--- src/rtl/req_scheduler16_pkg.sv ---
// Shared types and constants for the 16-input request scheduler and its
// scanned two-digit 7-segment display.
package req_sched_pkg;

    typedef enum logic [1:0] {
        IDLE    = 2'd0,
        GRANT   = 2'd1,
        RELEASE = 2'd2
    } state_t;

    // Active-high segment patterns, bit 0 = a ... bit 6 = g, bit 7 = dp
    localparam logic [7:0] SEG_0     = 8'h3F;
    localparam logic [7:0] SEG_1     = 8'h06;
    localparam logic [7:0] SEG_2     = 8'h5B;
    localparam logic [7:0] SEG_3     = 8'h4F;
    localparam logic [7:0] SEG_4     = 8'h66;
    localparam logic [7:0] SEG_5     = 8'h6D;
    localparam logic [7:0] SEG_6     = 8'h7D;
    localparam logic [7:0] SEG_7     = 8'h07;
    localparam logic [7:0] SEG_8     = 8'h7F;
    localparam logic [7:0] SEG_9     = 8'h6F;
    localparam logic [7:0] SEG_BLANK = 8'h00;

    // Any BCD value above 9 decodes to a blank digit
    localparam logic [3:0] BCD_BLANK = 4'hF;

    localparam logic [1:0] DIGSEL_ONES = 2'b10;
    localparam logic [1:0] DIGSEL_TENS = 2'b01;

endpackage

--- src/rtl/req_scheduler16_seg7_decode.sv ---
// BCD to 7-segment decoder; inputs above 9 blank the digit.
module seg7_decode
    import req_sched_pkg::*;
(
    input  logic [3:0] bcd,
    output logic [7:0] seg
);

    always_comb begin
        case (bcd)
            4'd0:    seg = SEG_0;
            4'd1:    seg = SEG_1;
            4'd2:    seg = SEG_2;
            4'd3:    seg = SEG_3;
            4'd4:    seg = SEG_4;
            4'd5:    seg = SEG_5;
            4'd6:    seg = SEG_6;
            4'd7:    seg = SEG_7;
            4'd8:    seg = SEG_8;
            4'd9:    seg = SEG_9;
            default: seg = SEG_BLANK;
        endcase
    end

endmodule

--- src/rtl/req_scheduler16.sv ---
// 16-input priority request scheduler: grants the highest unmasked active-low
// request, holds it until ack/withdraw/timeout/abort, and scans the index out.
//
//   state   | meaning
//   IDLE    | no grant, waiting for an enabled unmasked request
//   GRANT   | Valid high, Code held, grant timer running
//   RELEASE | one-cycle gap after a grant ends
module req_scheduler16
    import req_sched_pkg::*;
#(
    parameter int SCAN_DIV      = 1000,
    parameter int GRANT_TIMEOUT = 255
) (
    input  logic        CLK,
    input  logic        RST,
    input  logic        EI,
    input  logic [15:0] ReqIn,
    input  logic        Ack,
    output logic        Valid,
    output logic [3:0]  Code,
    output logic        Timeout,
    output logic [7:0]  Seg,
    output logic [1:0]  DigSel
);

    localparam int TW = (GRANT_TIMEOUT > 2) ? $clog2(GRANT_TIMEOUT) : 1;
    localparam int SW = (SCAN_DIV > 2) ? $clog2(SCAN_DIV) : 1;
    localparam logic [TW-1:0] TIMER_LOAD = TW'(GRANT_TIMEOUT - 1);
    localparam logic [SW-1:0] SCAN_LAST  = SW'(SCAN_DIV - 1);

    state_t        state_q, state_d;
    logic          valid_q, timeout_q;
    logic [3:0]    code_q;
    logic [15:0]   mask_q, mask_d, mask_set;
    logic [TW-1:0] timer_q;
    logic [SW-1:0] scan_q;
    logic [1:0]    digsel_q, digsel_d;
    logic [7:0]    seg_q, seg_dec;

    logic [15:0]   avail;
    logic [3:0]    pick_idx;
    logic          pick_any;
    logic          timer_tc;
    logic          do_grant, do_drop, do_mask, do_expire, timer_run;

    assign avail = ~ReqIn & ~mask_q;

    // Later iterations overwrite earlier ones, so the highest index wins
    always_comb begin
        pick_idx = 4'd0;
        pick_any = 1'b0;
        for (int i = 0; i < 16; i++) begin
            if (avail[i]) begin
                pick_idx = 4'(i);
                pick_any = 1'b1;
            end
        end
    end

    // Timer counts down from GRANT_TIMEOUT-1; terminal count at zero
    assign timer_tc = (timer_q == '0);

    always_ff @(posedge CLK or posedge RST) begin
        if (RST) state_q <= IDLE;
        else     state_q <= state_d;
    end

    always_comb begin
        state_d = state_q;
        case (state_q)
            IDLE:    if (!EI && pick_any) state_d = GRANT;
            GRANT: begin
                if (EI)                                 state_d = IDLE;
                else if (ReqIn[code_q] || Ack || timer_tc) state_d = RELEASE;
            end
            RELEASE: state_d = IDLE;
            default: state_d = IDLE;
        endcase
    end

    always_comb begin
        do_grant  = 1'b0;
        do_drop   = 1'b0;
        do_mask   = 1'b0;
        do_expire = 1'b0;
        timer_run = 1'b0;
        case (state_q)
            IDLE: do_grant = !EI && pick_any;
            GRANT: begin
                if (EI || ReqIn[code_q]) begin
                    do_drop = 1'b1;
                end else if (Ack) begin
                    do_drop = 1'b1;
                    do_mask = 1'b1;
                end else if (timer_tc) begin
                    do_drop   = 1'b1;
                    do_mask   = 1'b1;
                    do_expire = 1'b1;
                end else begin
                    timer_run = 1'b1;
                end
            end
            default: ;
        endcase
    end

    // A deasserted request clears its mask bit even if it is being set now
    assign mask_set = do_mask ? (16'h0001 << code_q) : 16'h0000;
    assign mask_d   = (mask_q | mask_set) & ~ReqIn;

    always_ff @(posedge CLK or posedge RST) begin
        if (RST) begin
            valid_q   <= 1'b0;
            code_q    <= 4'd0;
            timeout_q <= 1'b0;
            timer_q   <= '0;
            mask_q    <= '0;
        end else begin
            if (do_grant) begin
                valid_q <= 1'b1;
                code_q  <= pick_idx;
                timer_q <= TIMER_LOAD;
            end else if (do_drop) begin
                valid_q <= 1'b0;
            end else if (timer_run) begin
                timer_q <= timer_q - 1'b1;
            end
            timeout_q <= do_expire;
            mask_q    <= mask_d;
        end
    end

    logic       scan_wrap;
    logic [3:0] ones_bcd, tens_bcd, bcd_sel;

    assign scan_wrap = (scan_q == SCAN_LAST);
    assign digsel_d  = scan_wrap ? ~digsel_q : digsel_q;
    assign ones_bcd  = (code_q >= 4'd10) ? (code_q - 4'd10) : code_q;
    assign tens_bcd  = (code_q >= 4'd10) ? 4'd1 : BCD_BLANK;

    // Decode for the digit selected after this edge so Seg and DigSel switch together
    assign bcd_sel = !valid_q                  ? BCD_BLANK :
                     (digsel_d == DIGSEL_ONES) ? ones_bcd  : tens_bcd;

    seg7_decode u_seg7_decode (
        .bcd (bcd_sel),
        .seg (seg_dec)
    );

    always_ff @(posedge CLK or posedge RST) begin
        if (RST) begin
            scan_q   <= '0;
            digsel_q <= DIGSEL_ONES;
            seg_q    <= SEG_BLANK;
        end else begin
            scan_q   <= scan_wrap ? '0 : scan_q + 1'b1;
            digsel_q <= digsel_d;
            seg_q    <= seg_dec;
        end
    end

    assign Valid   = valid_q;
    assign Code    = code_q;
    assign Timeout = timeout_q;
    assign Seg     = seg_q;
    assign DigSel  = digsel_q;

endmodule

--- config.mk ---
export PLATFORM = sky130hd
export DESIGN_NAME = req_scheduler16
export DESIGN_NICKNAME = d
export VERILOG_FILES = /design/src/rtl/req_scheduler16_pkg.sv /design/src/rtl/req_scheduler16_seg7_decode.sv /design/src/rtl/req_scheduler16.sv
export SDC_FILE = /design/constraint.sdc
export NUM_CORES = 1
export LEC_CHECK = 0
export CORE_MARGIN = 1.5
export CORE_UTILIZATION = 25
export DETAILED_ROUTE_END_ITERATION = 10
export DONT_BUFFER_PORTS = 1
export REMOVE_ABC_BUFFERS = 1
export SYNTH_ARGS = -nofsm -noshare
export SYNTH_HDL_FRONTEND = slang
export SYNTH_SLANG_ARGS = --single-unit
--- constraint.sdc ---
create_clock -name CLK -period 2.9 [get_ports CLK]
set_input_delay 0.58 -clock CLK [delete_from_list [all_inputs] [get_ports CLK]]
set_output_delay 0.58 -clock CLK [all_outputs]
set_load 0.02 [all_outputs]
# --- After elaboration in Yosys (flattened, before gate mapping) ---
# Memories as Yosys holds them, arrays and structs flattened. A register that Yosys moved wholly into a read port is not among the register bits.
# Cells that the tools add are included.
op_classes:
  eq_ne: 6
  n_reduce_logical: 11
  muxes: 63
  add_sub_neg: 3
  bitwise_logic: 6
  n_shift: 1
  n_lt_le_gt_ge: 2
op_table:
  columns: ["operator", "count"]
  rows:
  - ["4-bit 2-to-1 mux", 18]
  - ["1-bit 2-to-1 mux", 34]
  - ["16-bit AND", 2]
  - ["16-bit NOT", 2]
  - ["8-bit 2-to-1 mux", 3]
  - ["16-bit 2-to-1 mux", 1]
  - ["16-bit OR", 1]
  - ["1-bit by 4-bit left shift with 16-bit output, first input constant", 1]
  - ["10-bit by 1-bit adder with 10-bit output, second input constant", 1]
  - ["10-bit equality test, second input constant", 1]
  - ["10-bit 2-to-1 mux", 1]
  - ["8-bit logical NOT", 1]
  - ["2-bit 2-to-1 mux", 4]
  - ["8-bit by 1-bit subtractor with 8-bit output, second input constant", 1]
  - ["4-bit by 5-bit less-than comparator with 1-bit output, second input constant", 1]
  - ["1-bit binary-select mux with 4-bit select", 1]
  - ["4-bit >= comparator, second input constant", 1]
  - ["2-bit inequality test, second input constant", 2]
  - ["2-bit one-hot mux with 2 select lines", 1]
  - ["2-bit AND reduction", 2]
  - ["2-bit nonzero test", 2]
  - ["4-bit subtractor, second input constant", 1]
  - ["1-bit logical OR", 3]
  - ["3-bit inequality test, second input constant", 1]
  - ["6 further kinds", 6]
word_totals:
  elab_cells: 102
  mem_bits_ro: 112
  register_bits: 52
  out_inout_bits: 16
  input_bits: 20
  memories: 1
memory_table:
  columns: ["name", "words", "word_bits", "rd", "rd_ports_with_merged_regs", "wr", "line", "rtl"]
  rows:
  - ["(name not given)", 16, 7, 1, 1, 0, "req_scheduler16_seg7_decode.sv:10", "case (bcd)"]

# --- Longest topological paths before layout ---
logic_depth:
  ltp_word: 22
  ltp_mapped: 11
  mapped_depth_nobuf: 11

# --- By module ---
# A second synthesis with hierarchy kept.
unflattened:
  cells_unflattened: 300
  hier_area_um2: 2829.0
by_module_without_submodules:
  columns: ["module", "cells_per_inst", "seq_area_each_um2", "area_each_um2", "n_inst"]
  rows:
  - ["req_scheduler16", 270, 1302.5, 2598.7, 1]
  - ["seg7_decode", 30, 0.0, 230.2, 1]

# --- Worst setup path after synthesis ---
# Ideal clock, no wire load.
synth_path:
  path_type: "reg2reg"
  from: "register code_q[2] (netlist: Code[2])"
  to: "register seg_q[5] (netlist: Seg[5])"
  setup_ns: 0.078
  required_ns: 2.822
  n_path_buf: 0
  arrival_ns: 2.623
  setup_slack_ns: 0.199
  stages_incl_launch_ff: 12
  path_cell_list: "dfrtp_1 > inv_1 > ha_1 > nor2b_1 > nor3_2 > or2b_1 > nand4_1 > o21ai_0 > inv_1 > ha_1 > or3_1 > a21oi_1"
synth_between:
  elab_chain_len: 4
  elab_cells_between_ends: 6
synth_rtl:
  columns: ["item", "line", "rtl"]
  rows:
  - ["from (decl)", "req_scheduler16.sv:33", "logic [3:0] code_q;"]
  - ["from (signal assigned)", "req_scheduler16.sv:121", "code_q <= pick_idx;"]
  - ["4-bit subtractor or 4-bit >= comparator (tied branches)", "req_scheduler16.sv:138, req_scheduler16.sv:139", null]
  - ["4-bit 2-to-1 mux (on tied branches)", "req_scheduler16.sv:138, req_scheduler16.sv:139", null]
  - ["4-bit 2-to-1 mux (*)", "req_scheduler16.sv:143", "(digsel_d == DIGSEL_ONES) ? ones_bcd : tens_bcd;"]
  - ["4-bit 2-to-1 mux (*)", "req_scheduler16.sv:142", "assign bcd_sel = !valid_q ? BCD_BLANK :"]
  - ["to (decl)", "req_scheduler16.sv:38", "logic [7:0] seg_q, seg_dec;"]
# Every way passes the cells marked *; elsewhere a longest branch is shown, timed or not.
# A chain may end at the register's enable or synchronous reset.

# --- Final worst setup path ---
layout_path:
  from: "register scan_q[0]"
  to: "register seg_q[6] (netlist: Seg[6])"
layout_between:
  elab_chain_len: 5
layout_rtl:
  columns: ["item", "line", "rtl"]
  rows:
  - ["from (decl)", "req_scheduler16.sv:36", "logic [SW-1:0] scan_q;"]
  - ["from (signal assigned)", "req_scheduler16.sv:156", "scan_q <= scan_wrap ? '0 : scan_q + 1'b1;"]
  - ["10-bit equality test", "req_scheduler16.sv:136", "assign scan_wrap = (scan_q == SCAN_LAST);"]
  - ["2-bit 2-to-1 mux", "req_scheduler16.sv:137", "assign digsel_d = scan_wrap ? ~digsel_q : digsel_q;"]
  - ["2-bit equality test", "req_scheduler16.sv:143", null]
  - ["4-bit 2-to-1 mux", "req_scheduler16.sv:143", null]
  - ["4-bit 2-to-1 mux", "req_scheduler16.sv:142", null]
# Every way passes these cells.

==> results.sh <==
export IMPL_synth_flop_cell="dfrtp_1"
export IMPL_critPathRequiredTime_ns=3.13
export IMPL_netlist_top_cells_area="dfrtp_1 45%, nor2_1 6.3%, ha_1 4.9%"
export IMPL_powerDensity_nw_per_um2=598
export IMPL_ir_worst_vdd_v=0.000230
export IMPL_post_place_cells=434
export IMPL_multi_input_area_um2=1460
export IMPL_cts_root_buf="clkbuf_8"
export IMPL_critical_path_class="reg2reg"
export IMPL_dieHeight_um=109
export IMPL_synth_seq_cells=51
export IMPL_fin_area_um2=3150
export IMPL_stdcell_count=442
export IMPL_synth_warnings=0
export IMPL_slew_headroom=0.473
export IMPL_cts_tree="built"
export IMPL_fin_ws_ns=0.226
export IMPL_overflow=0
export IMPL_grt_pass1_wl_um=10600
export IMPL_routedWlPerCell_um=14.4
export IMPL_core_um2=10900
export IMPL_insertion_delay_ns=0.31
export IMPL_grt_max_degree=52
export IMPL_startpoint="scan_q[0]"
export IMPL_vias=2151
export IMPL_hold_path_class="in2async"
export IMPL_clk_pin_slew_ns=0.09
export IMPL_cp_max_fo=5
export IMPL_period_share=0.922
export IMPL_grt_pass1_vias=2149
export IMPL_seq_area_um2=1280
export IMPL_r2r_end="Seg[6]"
export IMPL_die_w_um=109
export IMPL_drive_gt1_frac=0.142
export IMPL_dp_hpwl_um=4810
export IMPL_antenna_found_initial=0
export IMPL_syn_area_per_cell_um2=9.81
export IMPL_ctsHtreeMaxLevel=2
export IMPL_yosysTopAreaCell="dfrtp_1"
export IMPL_total_power_mw=1.88
export IMPL_synth_common_cells="50 x dfrtp_1, 47 x nor2_1, 25 x a21oi_1"
export IMPL_nFillCells=1132
export IMPL_placementRows=38
export IMPL_drc=0
export IMPL_num_antenna_cells=0
export IMPL_cts_sinks=51
export IMPL_reg2reg_depth=8
export IMPL_dpl_worst_slack_ns=0.223
export IMPL_start_util=0.258
export IMPL_drt_iter0_markers=54
export IMPL_hold_viol=0
export IMPL_finalSetupViolCount=0
export IMPL_worst_pin_slew_ns=0.784
export IMPL_wirelength_um=6380
export IMPL_leakage_nw=1.31
export IMPL_finalWeightedCongestion=0.827
export IMPL_firstDrtPassIters=4
export IMPL_num_io_pins=36
export IMPL_place_area_um2=3060
export IMPL_r2r_start="scan_q[0]"
export IMPL_slew_violations=0
export IMPL_synth_edf_count=0
export IMPL_crit_path_end_kind="flop"
export IMPL_cap_violations=0
export IMPL_r2r_slack_ns=0.23
export IMPL_async_reset_ff_frac=1.00
export IMPL_ys_seq_area_frac=0.455
export IMPL_clock_skew_ns=0.00858
export IMPL_period_minus_slack_ns=2.67
export IMPL_syn2layout_area_growth_pct=12.1
export IMPL_timing_fmax_mhz=374
export IMPL_final_nets=332
export IMPL_die_area_um2=11900
export IMPL_grt_usage=0.114
export IMPL_syn_cell_area_um2=2810
export IMPL_outcome="finished clean"
export IMPL_ant_nets=0
export IMPL_numCtsBuffers=5
export IMPL_arrival_ns=2.90
export IMPL_cts_hold_buf=0
export IMPL_viasPerCell=4.87
export IMPL_yosysTopAreaCellShare=0.446
export IMPL_port_buffers=0
export IMPL_post_cts_buffers=0
export IMPL_synth_distinct_cells=51
export IMPL_worst_setup_path_start_kind="flop"
export IMPL_rsz0062_at_grt="no"
export IMPL_setup_tns_ns=0
export IMPL_cts_resized_gates=0
export IMPL_netlist_instances=286
export IMPL_synth_most_common_cell="dfrtp_1"
export IMPL_clk_path_buf_depth=2
sequential cells by signal (all words and copies together), names as in the netlist:
| register | cells |
|---|---|
| mask_q | 16 |
| scan_q | 10 |
| timer_q | 8 |
| Seg | 7 |
| Code | 4 |
| DigSel | 2 |
| state_q | 2 |
| Timeout | 1 |
| Valid | 1 |
critical path: stages, from the launching register on:
cell and delay (ns):
dfrtp_1 0.40, ha_1 0.24, nand4b_2 0.16, nor3_4 0.24, mux2i_1 0.41, a21oi_1 0.17, a2111oi_4 0.52, mux2_4 0.34
o21ai_1 0.12
worst max path at each step:
stage / endpoint / cells past startpoint
2_1_floorplan: timer_q[1] / 6
3_3_place_gp: Seg[5] / 8
3_5_place_dp: Seg[5] / 8
5_1_grt: Seg[6] / 8
4_1_cts: Seg[5] / 8
6_report: Seg[6] / 8
where the power goes:
part           switching (mW)  internal [mW]  total [mW]
registers               0.142          0.775       0.917
clock network           0.229          0.170       0.399
logic                   0.328          0.238       0.566
total                   0.698           1.18        1.88
per-layer routing:
| metal | share of wire | up-vias | global-route usage | wire length, um |
|---|---|---|---|---|
| li1 | - | 1058 | - | - |
| met1 | 0.48 | 1044 | 0.149 | 3060 |
| met2 | 0.46 | 40 | 0.183 | 2920 |
| met3 | 0.051 | 9 | 0.0299 | 324 |
| met4 | 0.013 | 0 | 0.0367 | 83 |
| met5 | 0 | - | 0 | 0 |
placed cells by master, fill, tap and decap left out, drive strengths merged, types with 8 or more instances in the layout:
| cell | count |
|---|---|
| a21oi | 25 |
| buf | 14 |
| dfrtp | 50 |
| ha | 11 |
| inv | 12 |
| nand2 | 15 |
| nor2 | 48 |
| nor3 | 13 |
| nor4 | 8 |
| o21ai | 14 |
| o22ai | 9 |
kinds of logic (layout without fill, tap and decap cells):
family,after synthesis,count (layout),share of synthesized area
buffers and inverters,18,34,0.0263
AND/OR/NAND/NOR,113,113,0.211
flip-flops,51,51,0.455
other,1,1,0.00134
AO/OA/AOI/OAI,69,69,0.155
adder cells (fa/ha/maj),11,11,0.0491
XOR/XNOR,13,13,0.0406
multiplexers,10,10,0.0616
per-stage QoR:
step            util  hold WS (ns)
3_3_place_gp   0.281         0.466
5_1_grt        0.289         0.309
6_report       0.289         0.322
4_1_cts        0.289         0.314
3_5_place_dp   0.281         0.482
2_1_floorplan      -         0.449
final cells by class:
class	instances	area share
multi-input combinational	217	0.465
sequential	51	0.406
tap	140	0.0557
timing repair buffer	14	0.0334
clock buffer	7	0.0243
inverter	12	0.0143
clock inverter	1	0.00159
(Power assumes the default switching activity.)
